<file path="config.mk">
export PLATFORM = sky130hd
export DESIGN_NAME = cw305_trace_match_top
export DESIGN_NICKNAME = d
export VERILOG_FILES = /design/src/rtl/cw305_trace_match_top.sv
export SDC_FILE = /design/constraint.sdc
export NUM_CORES = 2
export LEC_CHECK = 0
export ABC_AREA = 1
export BUFFER_PORTS_ARGS = -buffer_cell sky130_fd_sc_hd__buf_2
export CORE_MARGIN = 2
export CORE_UTILIZATION = 56
export CTS_CLUSTER_DIAMETER = 150
export CTS_CLUSTER_SIZE = 28
export DETAILED_ROUTE_END_ITERATION = 10
export PLACE_DENSITY = 0.72
export SLEW_MARGIN = 0
export SYNTH_ARGS = -nofsm -noshare
export SYNTH_HDL_FRONTEND = slang
export SYNTH_HIERARCHICAL = 1
export SYNTH_SLANG_ARGS = --single-unit
</file>
<file path="constraint.sdc">
create_clock -name clk -period 11.59 [get_ports clk]
set_clock_uncertainty 0.1 [all_clocks]
set_input_delay 2.318 -clock clk [delete_from_list [all_inputs] [get_ports clk]]
set_output_delay 2.318 -clock clk [all_outputs]
set_load 0.05 [all_outputs]
</file>
<file path="src/rtl/cw305_trace_match_top.sv">
// ---------------------------------------------------------------------------
// cw305_trace_match_top
//
// Trace-pattern trigger block for the CW305 DesignStart target.
//
// A byte-wide host bus (nCS/nRD/nWE strobes, address = {register, subbyte})
// programs up to pNUM_RULES 64-bit pattern/mask rules plus a few control
// registers. A byte-wide trace stream is shifted into a 64-bit history
// register; every enabled rule compares the history against its pattern
// under its mask. Any hit raises trig_out (pulse or toggle mode, gated by a
// global enable) and sets the rule's sticky match flag.
//
// Ports:
//   clk          single clock for host bus and trace logic
//   reset        asynchronous, active-high reset
//   usb_addr     host address {register, subbyte}
//   usb_din      host write data
//   usb_dout     registered host read data (holds after the read)
//   usb_dout_en  high while usb_dout is valid (board tristate enable)
//   usb_nrd      read strobe, active low
//   usb_nwe      write strobe, active low
//   usb_ncs      chip select, active low
//   trace_data   trace byte
//   trace_valid  trace_data valid this cycle
//   trig_out     trigger output
//   match_flags  sticky per-rule match flags
//
// Register map (register index / subbyte):
//   0x00 / 0  PATTERN_ENABLE    bit n enables rule n
//   0x01 / 0  TRIG_TOGGLE       bit 0: 0 = pulse, 1 = toggle
//   0x02 / 0  TRACE_TRIG_ENABLE bit 0 gates trig_out
//   0x03 / 0  MATCH_STATUS      read flags, write clears all flags
//   0x10+n / 0..7  TRACE_PATTERNn, subbyte 0 = MSB
//   0x20+n / 0..7  TRACE_MASKn,    subbyte 0 = MSB
//   Everything else reads 0 and ignores writes.
// ---------------------------------------------------------------------------

// ---------------------------------------------------------------------------
// cw305_trace_match_rule
//
// One match rule: byte-writable 64-bit pattern and mask registers plus the
// masked compare against the shared history register.
//
// Ports:
//   clk, reset  clock / async active-high reset
//   pat_we      write wr_data into pattern byte byte_idx
//   mask_we     write wr_data into mask byte byte_idx
//   byte_idx    byte lane within the 64-bit value, 0 = bits [7:0]
//   wr_data     host write byte
//   enable      rule enable from PATTERN_ENABLE
//   hist_new    history register was updated on the last edge
//   hist        64-bit trace history, newest byte in [7:0]
//   pattern     current pattern (for readback)
//   mask        current mask (for readback)
//   hit         rule matches the newest history this cycle
// ---------------------------------------------------------------------------
module cw305_trace_match_rule (
    input  logic        clk,
    input  logic        reset,
    input  logic        pat_we,
    input  logic        mask_we,
    input  logic [2:0]  byte_idx,
    input  logic [7:0]  wr_data,
    input  logic        enable,
    input  logic        hist_new,
    input  logic [63:0] hist,
    output logic [63:0] pattern,
    output logic [63:0] mask,
    output logic        hit
);

    always_ff @(posedge clk or posedge reset) begin
        if (reset) begin
            pattern <= '0;
            mask    <= '0;
        end else begin
            if (pat_we)
                pattern[{byte_idx, 3'b000} +: 8] <= wr_data;
            if (mask_we)
                mask[{byte_idx, 3'b000} +: 8] <= wr_data;
        end
    end

    // Only bits selected by the mask take part; an all-zero mask therefore
    // hits on every new byte while the rule is enabled.
    assign hit = hist_new & enable & (((hist ^ pattern) & mask) == 64'd0);

endmodule

module cw305_trace_match_top #(
    parameter int pADDR_WIDTH   = 21,
    parameter int pBYTECNT_SIZE = 7,
    parameter int pNUM_RULES    = 8
) (
    input  logic                   clk,
    input  logic                   reset,
    input  logic [pADDR_WIDTH-1:0] usb_addr,
    input  logic [7:0]             usb_din,
    output logic [7:0]             usb_dout,
    output logic                   usb_dout_en,
    input  logic                   usb_nrd,
    input  logic                   usb_nwe,
    input  logic                   usb_ncs,
    input  logic [7:0]             trace_data,
    input  logic                   trace_valid,
    output logic                   trig_out,
    output logic [pNUM_RULES-1:0]  match_flags
);

    localparam int REG_W = pADDR_WIDTH - pBYTECNT_SIZE;

    localparam logic [REG_W-1:0] REG_ENABLE = REG_W'(8'h00);
    localparam logic [REG_W-1:0] REG_TOGGLE = REG_W'(8'h01);
    localparam logic [REG_W-1:0] REG_TRIGEN = REG_W'(8'h02);
    localparam logic [REG_W-1:0] REG_STATUS = REG_W'(8'h03);

    // ------------------------------------------------------------------
    // Address decode
    // ------------------------------------------------------------------
    logic [REG_W-1:0]         reg_idx;
    logic [pBYTECNT_SIZE-1:0] sub;
    logic                     sub_byte0;
    logic                     sub_in64;
    logic [2:0]               byte_idx;
    logic                     host_wr;
    logic                     host_rd;

    assign reg_idx   = usb_addr[pADDR_WIDTH-1:pBYTECNT_SIZE];
    assign sub       = usb_addr[pBYTECNT_SIZE-1:0];
    assign sub_byte0 = (sub == '0);
    assign sub_in64  = (sub[pBYTECNT_SIZE-1:3] == '0);
    // Subbyte 0 is the MSB, so the byte lane is the inverted low bits.
    assign byte_idx  = ~sub[2:0];

    assign host_wr = ~usb_ncs & ~usb_nwe & usb_nrd;
    assign host_rd = ~usb_ncs & ~usb_nrd;

    // ------------------------------------------------------------------
    // Control registers
    // ------------------------------------------------------------------
    logic [pNUM_RULES-1:0] pattern_enable;
    logic                  trig_toggle;
    logic                  trig_enable;
    logic                  status_clr;

    always_ff @(posedge clk or posedge reset) begin
        if (reset) begin
            pattern_enable <= '0;
            trig_toggle    <= 1'b0;
            trig_enable    <= 1'b0;
        end else if (host_wr && sub_byte0) begin
            case (reg_idx)
                REG_ENABLE: pattern_enable <= usb_din[pNUM_RULES-1:0];
                REG_TOGGLE: trig_toggle    <= usb_din[0];
                REG_TRIGEN: trig_enable    <= usb_din[0];
                default: ;
            endcase
        end
    end

    assign status_clr = host_wr & sub_byte0 & (reg_idx == REG_STATUS);

    // ------------------------------------------------------------------
    // Trace history
    // ------------------------------------------------------------------
    logic [63:0] hist;
    logic        hist_new;

    always_ff @(posedge clk or posedge reset) begin
        if (reset) begin
            hist     <= '0;
            hist_new <= 1'b0;
        end else begin
            if (trace_valid)
                hist <= {hist[55:0], trace_data};
            hist_new <= trace_valid;
        end
    end

    // ------------------------------------------------------------------
    // Rule array
    // ------------------------------------------------------------------
    logic [pNUM_RULES-1:0]        pat_sel;
    logic [pNUM_RULES-1:0]        mask_sel;
    logic [pNUM_RULES-1:0][63:0]  pattern;
    logic [pNUM_RULES-1:0][63:0]  mask;
    logic [pNUM_RULES-1:0]        hit;

    for (genvar n = 0; n < pNUM_RULES; n++) begin : g_rule
        assign pat_sel[n]  = (reg_idx == REG_W'(16 + n)) & sub_in64;
        assign mask_sel[n] = (reg_idx == REG_W'(32 + n)) & sub_in64;

        cw305_trace_match_rule u_rule (
            .clk      (clk),
            .reset    (reset),
            .pat_we   (host_wr & pat_sel[n]),
            .mask_we  (host_wr & mask_sel[n]),
            .byte_idx (byte_idx),
            .wr_data  (usb_din),
            .enable   (pattern_enable[n]),
            .hist_new (hist_new),
            .hist     (hist),
            .pattern  (pattern[n]),
            .mask     (mask[n]),
            .hit      (hit[n])
        );
    end

    // ------------------------------------------------------------------
    // Flags and trigger
    // ------------------------------------------------------------------
    logic fire;

    assign fire = trig_enable & (|hit);

    always_ff @(posedge clk or posedge reset) begin
        if (reset) begin
            match_flags <= '0;
            trig_out    <= 1'b0;
        end else begin
            // A hit on the same edge as a status clear survives the clear.
            match_flags <= (status_clr ? '0 : match_flags) | hit;
            // Pulse mode reloads every cycle, so leaving toggle mode drops
            // trig_out on the first edge without a hit.
            if (trig_toggle)
                trig_out <= trig_out ^ fire;
            else
                trig_out <= fire;
        end
    end

    // ------------------------------------------------------------------
    // Readback
    // ------------------------------------------------------------------
    logic [7:0] en_pad;
    logic [7:0] flags_pad;
    logic [7:0] rd_byte;

    always_comb begin
        en_pad                   = '0;
        en_pad[pNUM_RULES-1:0]   = pattern_enable;
    end

    always_comb begin
        flags_pad                 = '0;
        flags_pad[pNUM_RULES-1:0] = match_flags;
    end

    always_comb begin
        rd_byte = 8'h00;
        if (sub_byte0) begin
            case (reg_idx)
                REG_ENABLE: rd_byte = en_pad;
                REG_TOGGLE: rd_byte = {7'd0, trig_toggle};
                REG_TRIGEN: rd_byte = {7'd0, trig_enable};
                REG_STATUS: rd_byte = flags_pad;
                default:    rd_byte = 8'h00;
            endcase
        end
        for (int n = 0; n < pNUM_RULES; n++) begin
            if (pat_sel[n])
                rd_byte = pattern[n][{byte_idx, 3'b000} +: 8];
            if (mask_sel[n])
                rd_byte = mask[n][{byte_idx, 3'b000} +: 8];
        end
    end

    // usb_dout keeps the last read value; only the enable drops when the
    // read strobe is released.
    always_ff @(posedge clk or posedge reset) begin
        if (reset) begin
            usb_dout    <= 8'h00;
            usb_dout_en <= 1'b0;
        end else if (host_rd) begin
            usb_dout    <= rd_byte;
            usb_dout_en <= 1'b1;
        end else if (usb_nrd) begin
            usb_dout_en <= 1'b0;
        end
    end

endmodule

</file>
# == Word-level counts from Yosys, hierarchy flattened ==
# Index checks and enable logic that the tools add are counted.
# totals
ff_bits,1117
elab_cells,194
# op_classes
add_sub_neg,1
muxes,38
n_eq_ne,19
reduce_logical,17
shifts,18
n_bitwise,76
# ops
op,count
64-bit bitwise mux,16
64-bit by 7-bit variable part select with 8-bit output,16
64-bit bitwise AND,8
64-bit zero test,8
64-bit bitwise XOR,8
8-bit two-way mux,18
"14-bit by 5-bit equality test with 1-bit output, second input constant",8
"14-bit by 6-bit equality test with 1-bit output, second input constant",8
"8-bit by 8-bit variable shift with 64-bit output, first input constant",1
8-bit by 8-bit variable part select with 64-bit output,1
1-bit bitwise AND,54
8-bit case mux with 4 select lines,1
"14-bit by 2-bit equality test with 1-bit output, second input constant",2
"14-bit by 1-bit equality test with 1-bit output, second input constant",1
14-bit zero test,1
6-bit negator with 8-bit output,1
8-bit bitwise OR,1
8-bit OR reduction,1
7-bit zero test,1
2-bit AND reduction,3
4-bit zero test,1
1-bit two-way mux,3
1-bit NOT,3
3-bit NOT,1
other kinds (3),3

# == Longest topological paths before layout ==
# depth
depth_word,19
ltp_mapped,22
ltp_nobuf,19

# == By module ==
# The synthesis kept the hierarchy.
# by_module_without_submodules
mod,cells_each,n_inst,area_per_inst_um2,seq_area_each_um2
cw305_trace_match_rule at g_rule[1].u_rule ...,801,6,6207.2,3203.1
cw305_trace_match_top,2353,1,13421.6,2327.2
cw305_trace_match_rule at g_rule[7].u_rule,796,1,6168.4,3203.1
cw305_trace_match_rule at g_rule[0].u_rule,789,1,6083.3,3203.1

# == Least setup slack after synthesis ==
# Ideal clock, no wire load.
# synth_path
kind,input-to-reg
from,input usb_addr[0]
to,register g_rule[0].u_rule.mask[33]
cell_stages,17
arrival_ps,5324
setup_ps,126
setup_slack_ps,6040
required_ps,11364
path_cell_list,buf_6 > inv_2 > buf_6 > buf_2 > buf_2 > buf_2 > buf_2 > inv_1 > ha_1 > ha_1 > buf_2 > nand2_1 > nor3_4 > nand2_1 > buf_2 > nand2_1 > o21ai_0
# synth_between
elab_chain_len,4
# synth_rtl
element,line_no,source
"start, declared",97,"input logic [pADDR_WIDTH-1:0] usb_addr,"
3-bit NOT *,133,assign byte_idx = ~sub[2:0];
net byte_idx[0],124,logic [2:0] byte_idx;
6-bit negator with 8-bit output *,80,"mask[{byte_idx, 3'b000} +: 8] <= wr_data;"
8-bit by 8-bit variable part select with 64-bit output or 8-bit by 8-bit variable shift with 64-bit output (tied branches),80,
64-bit bitwise mux *,80,
"end signal, assigned by index",80,
"end, declared",68,"output logic [63:0] mask,"
# Mark *: on every way through the listed nets, which the timed path passes. The rest lies on a longest branch.
# A chain may end at the register's enable or synchronous reset.

# == Final worst setup path ==
# layout_path
from,input usb_addr[5]
to,register g_rule[7].u_rule.pattern[57]
# layout_between
elab_chain_len,3
# layout_rtl
element,line_no,source
4-bit zero test,131,assign sub_in64 = (sub[pBYTECNT_SIZE-1:3] == '0);
1-bit bitwise AND,190,assign pat_sel[n] = (reg_idx == REG_W'(16 + n)) & sub_in64;
1-bit bitwise AND,196,".pat_we (host_wr & pat_sel[n]),"
"end signal, assigned by index",78,"pattern[{byte_idx, 3'b000} +: 8] <= wr_data;"
"end, declared",67,"output logic [63:0] pattern,"
# Every way passes these cells.

==> out/results.txt <==
I/O pin total: 61
DIE AREA: 115000 sq um
Mapped Area: 62900 sq um
H-tree Lvls: 2
hold_ws: 412 ps
ys flop type: dfrtp_1
Initial Util: 56.6%
Worst path depth: 13
Cell Pwr Density: 112 nW/um^2
min-delay src: g_rule[4].u_rule/mask[23]
grt total ovfl: 0
TritonCTS Buffers: 45
hold path cells: 2
ANT nets after route: 0
Layout Cells excl Fill: 10100
maximum clock rate: 152 MHz
Pre-Repair DR Iteration Count: 6
Clock Latency Late Sink: 710 ps
Gate power share: 16.8%
Worst IR Drop VDD: 0.134 mV
failing checks: max-capacitance violations, max-slew violations
GPL Wtd Cong: 1.06
Reg2Reg Depth: 14
RSZ-0062 raised after global routing: no
Clk pwr share: 27.9%
Die Y-Extent: 339 um
Setup TNS: 0 ps
WHS Endpoint: g_rule[4].u_rule/mask[23]
total number of vias: 63300
initial antenna violation count: 12
area taken by multi-input logic gates: 29500 sq um
Least-Margin Pin Slew: 1500 ps
area delta synth->final: 3.76%
CTS sink cnt: 1117
Hold Path Class: register to register
DP Cell Count: 10000
vias in the first global route: 56900
Post-CTS Setup Inserts: 0
CP Data Arrival Time: 7070 ps
Total GRT Usage: 47.4%
crit-path max FO: 19
core area: 111000 sq um
clock-pin slew on the worst setup and hold paths: 120 ps
Register Area: 28000 sq um
Seq pwr share: 55.3%
setup slack, reg-to-reg: 8050 ps
crit-path cells: buf_2 -> nor2_1 -> nand3_1 -> clkinv_1 -> nand2_2 -> nor4_1 -> inv_1 -> nor2_1 -> inv_1 -> nor2_1 -> inv_1 -> nand2_1 -> o21ai_0
R2R Path End: usb_dout[4]
slowest CP cell: nor4_1
largest net degree at the start of global routing: 171
root buf cell: clkbuf_16
Synth top area share: 44.4%
Synth async-reset ratio: 100%
fin. max-slew vios: 1
launching point of the worst reg2reg path: g_rule[1].u_rule/pattern[52]
critical path's largest stage delay: 790 ps
min Tclk post-route: 6590 ps
leakage power: 30.6 nW
Worst Setup Start Kind: input port
Seq/Total Area, Yosys: 44.4%
Internal: 4.92 mW
share of cells above drive strength 1: 6.37%
FF+latch count, synth: 1117
first-pass GRT wire length: 397 mm
post-synth cell types: 46
Max-slew headroom: -0.560%
yosys warns: 6
Sw Share: 32.8%
CTS tree: yes
CTS max path bufs: 3
Nets: 8654
DRC Markers: 0
DP HPWL: 188 mm
die width: 339 um
Avg Vias per Cell: 6.27
Syn Nets: 8803
ranking of synthesized cells by area: dfrtp_1 (44%), nand2_1 (15%), o21ai_0 (10%)
max-cap viol count: 1
post-cts resize count: 0
sw power: 2.40 mW
FP Rows: 122
Req. time, crit path: 12070 ps
final hold vios: 0
Buf/Inv on CP: 5
crit share post-route: 56.8%
Avg Cell Area, Syn: 7.20 sq um
post-DR wirelength/cell: 27.4 um
Hold-fix buffers, CTS: 0
crit end category: register
Layout fillers: 10700
Detailed Route WL: 277 mm
critical path class: input port to register
EDFF count, synth: 0
cell count after synthesis: 8744
largest area contributor in the netlist: dfrtp_1
crit-path leading delay family: simple AND/OR/NAND/NOR gates
final-report setup violation count: 0
Detailed Route Iter0 Violations: 10400
outcome: finished, violations left
I/O Buffers: 60
logic make-up after synthesis:
group                    Yosys count  share of synthesized area (%)
AND/OR/NAND/NOR                 4356                           28.8
AO/OA/AOI/OAI                   1899                           16.8
buffers and inverters           1297                           8.75
flip-flops                      1117                           44.4
XOR/XNOR                          49                          0.682
adder cells (fa/ha/maj)           16                          0.318
multiplexers                      10                          0.179
layout by cell type, fill, tap and decap left out, types with 16 or more instances in the layout:
cell type	count
inv_1	879
dfrtp_1	1116
or2_2	89
buf_4	120
nand3_1	611
o221ai_1	127
nand2_2	30
o21ai_1	136
o211ai_1	47
o22ai_1	59
a21oi_1	156
o21ai_2	89
nand4_1	70
ha_1	16
inv_2	24
nor2_1	857
buf_2	56
nor3_1	61
clkbuf_16	47
nand2_1	2570
o21ai_0	1269
xor2_1	49
Yosys cell counts (37+ instances only):
| library cell | instances |
|---|---|
| or2_2 | 89 |
| nand2_1 | 2570 |
| inv_1 | 889 |
| o22ai_1 | 59 |
| o21ai_2 | 89 |
| o21ai_1 | 136 |
| clkbuf_1 | 146 |
| o221ai_1 | 127 |
| buf_2 | 148 |
| xor2_1 | 49 |
| a21oi_1 | 156 |
| nor2_1 | 858 |
| dfrtp_1 | 1117 |
| buf_6 | 41 |
| nand3_1 | 611 |
| buf_4 | 37 |
| o21ai_0 | 1269 |
| nand4_1 | 70 |
| o211ai_1 | 47 |
| nor3_1 | 61 |
registers in the layout, indices dropped and copies added, names as in the netlist:
register / flops
g_rule.u_rule/pattern: 512
g_rule.u_rule/mask: 512
hist: 64
hist_new: 1
match_flags: 8
usb_dout_en: 1
en_pad: 8
trig_toggle: 1
usb_dout: 8
trig_out: 1
trig_enable: 1
routing by layer:
| metal | GRT usage (%) | wire length (um) | up-vias |
|---|---|---|---|
| met5 | 0 | 63 | - |
| met4 | 34.9 | 25300 | 10 |
| met3 | 13.1 | 39600 | 895 |
| met2 | 64.8 | 109000 | 4572 |
| met1 | 64.1 | 103000 | 29700 |
| li1 | - | - | 28100 |
final cells by class:
| class | instances | share of cell area (%) |
|---|---|---|
| diodes | 5 | 0.0192 |
| clock buffers | 48 | 1.81 |
| clock inverters | 2 | 0.0211 |
| inverters | 917 | 5.33 |
| multi-input cells | 6330 | 45.1 |
| flip-flops and latches | 1117 | 42.8 |
| well taps | 1488 | 2.85 |
| repair buffers | 184 | 2.00 |
worst reg2reg max path, cell delays in order, from the launching register on:
cell and delay [ps]:
dfrtp_1 440, o21ai_0 350, o22ai_1 120, o21ai_0 540, nor2_1 150, nor2_1 220
nand3_1 100, nand2_1 190, nand4_1 200, nand2_1 190, nand4_1 260, nand2_1 200
nand3_1 230, nand2_1 130, inv_1 50
how the worst max path moves through the flow:
stage                startpoint                           end  slack (ps)
CTS                 usb_addr[5]  g_rule[7].u_rule/pattern[57]        5280
floorplan                 reset      g_rule[0].u_rule/mask[0]        5760
global route        usb_addr[5]  g_rule[7].u_rule/pattern[57]        4930
global placement    usb_addr[5]  g_rule[7].u_rule/pattern[57]        4560
detailed placement  usb_addr[5]  g_rule[7].u_rule/pattern[57]        4540
finish              usb_addr[5]  g_rule[7].u_rule/pattern[57]        5000
power by group through the flow:
stage               sequential [mW]  clock [mW]  combinational, mW
global placement               4.11           0               1.15
finish                         4.05        2.04               1.23
global route                   4.04        2.16               1.28
floorplan                      4.11           0              0.558
CTS                            4.04        2.05               1.17
detailed placement             4.12           0               1.17
per-stage QoR:
step | cell area, sq um | total power [mW] | setup WS, ps | utilization [%]
after floorplan | 62900 | 4.66 | 5760 | -
final | 65300 | 7.32 | 5000 | 58.7
after CTS | 65300 | 7.26 | 5280 | 58.7
after global routing | 65300 | 7.48 | 4930 | 58.7
after detailed placement | 64100 | 5.28 | 4540 | 57.7
after global placement | 64100 | 5.26 | 4560 | 57.7
No activity file was read; power rests on OpenSTA's default activity.
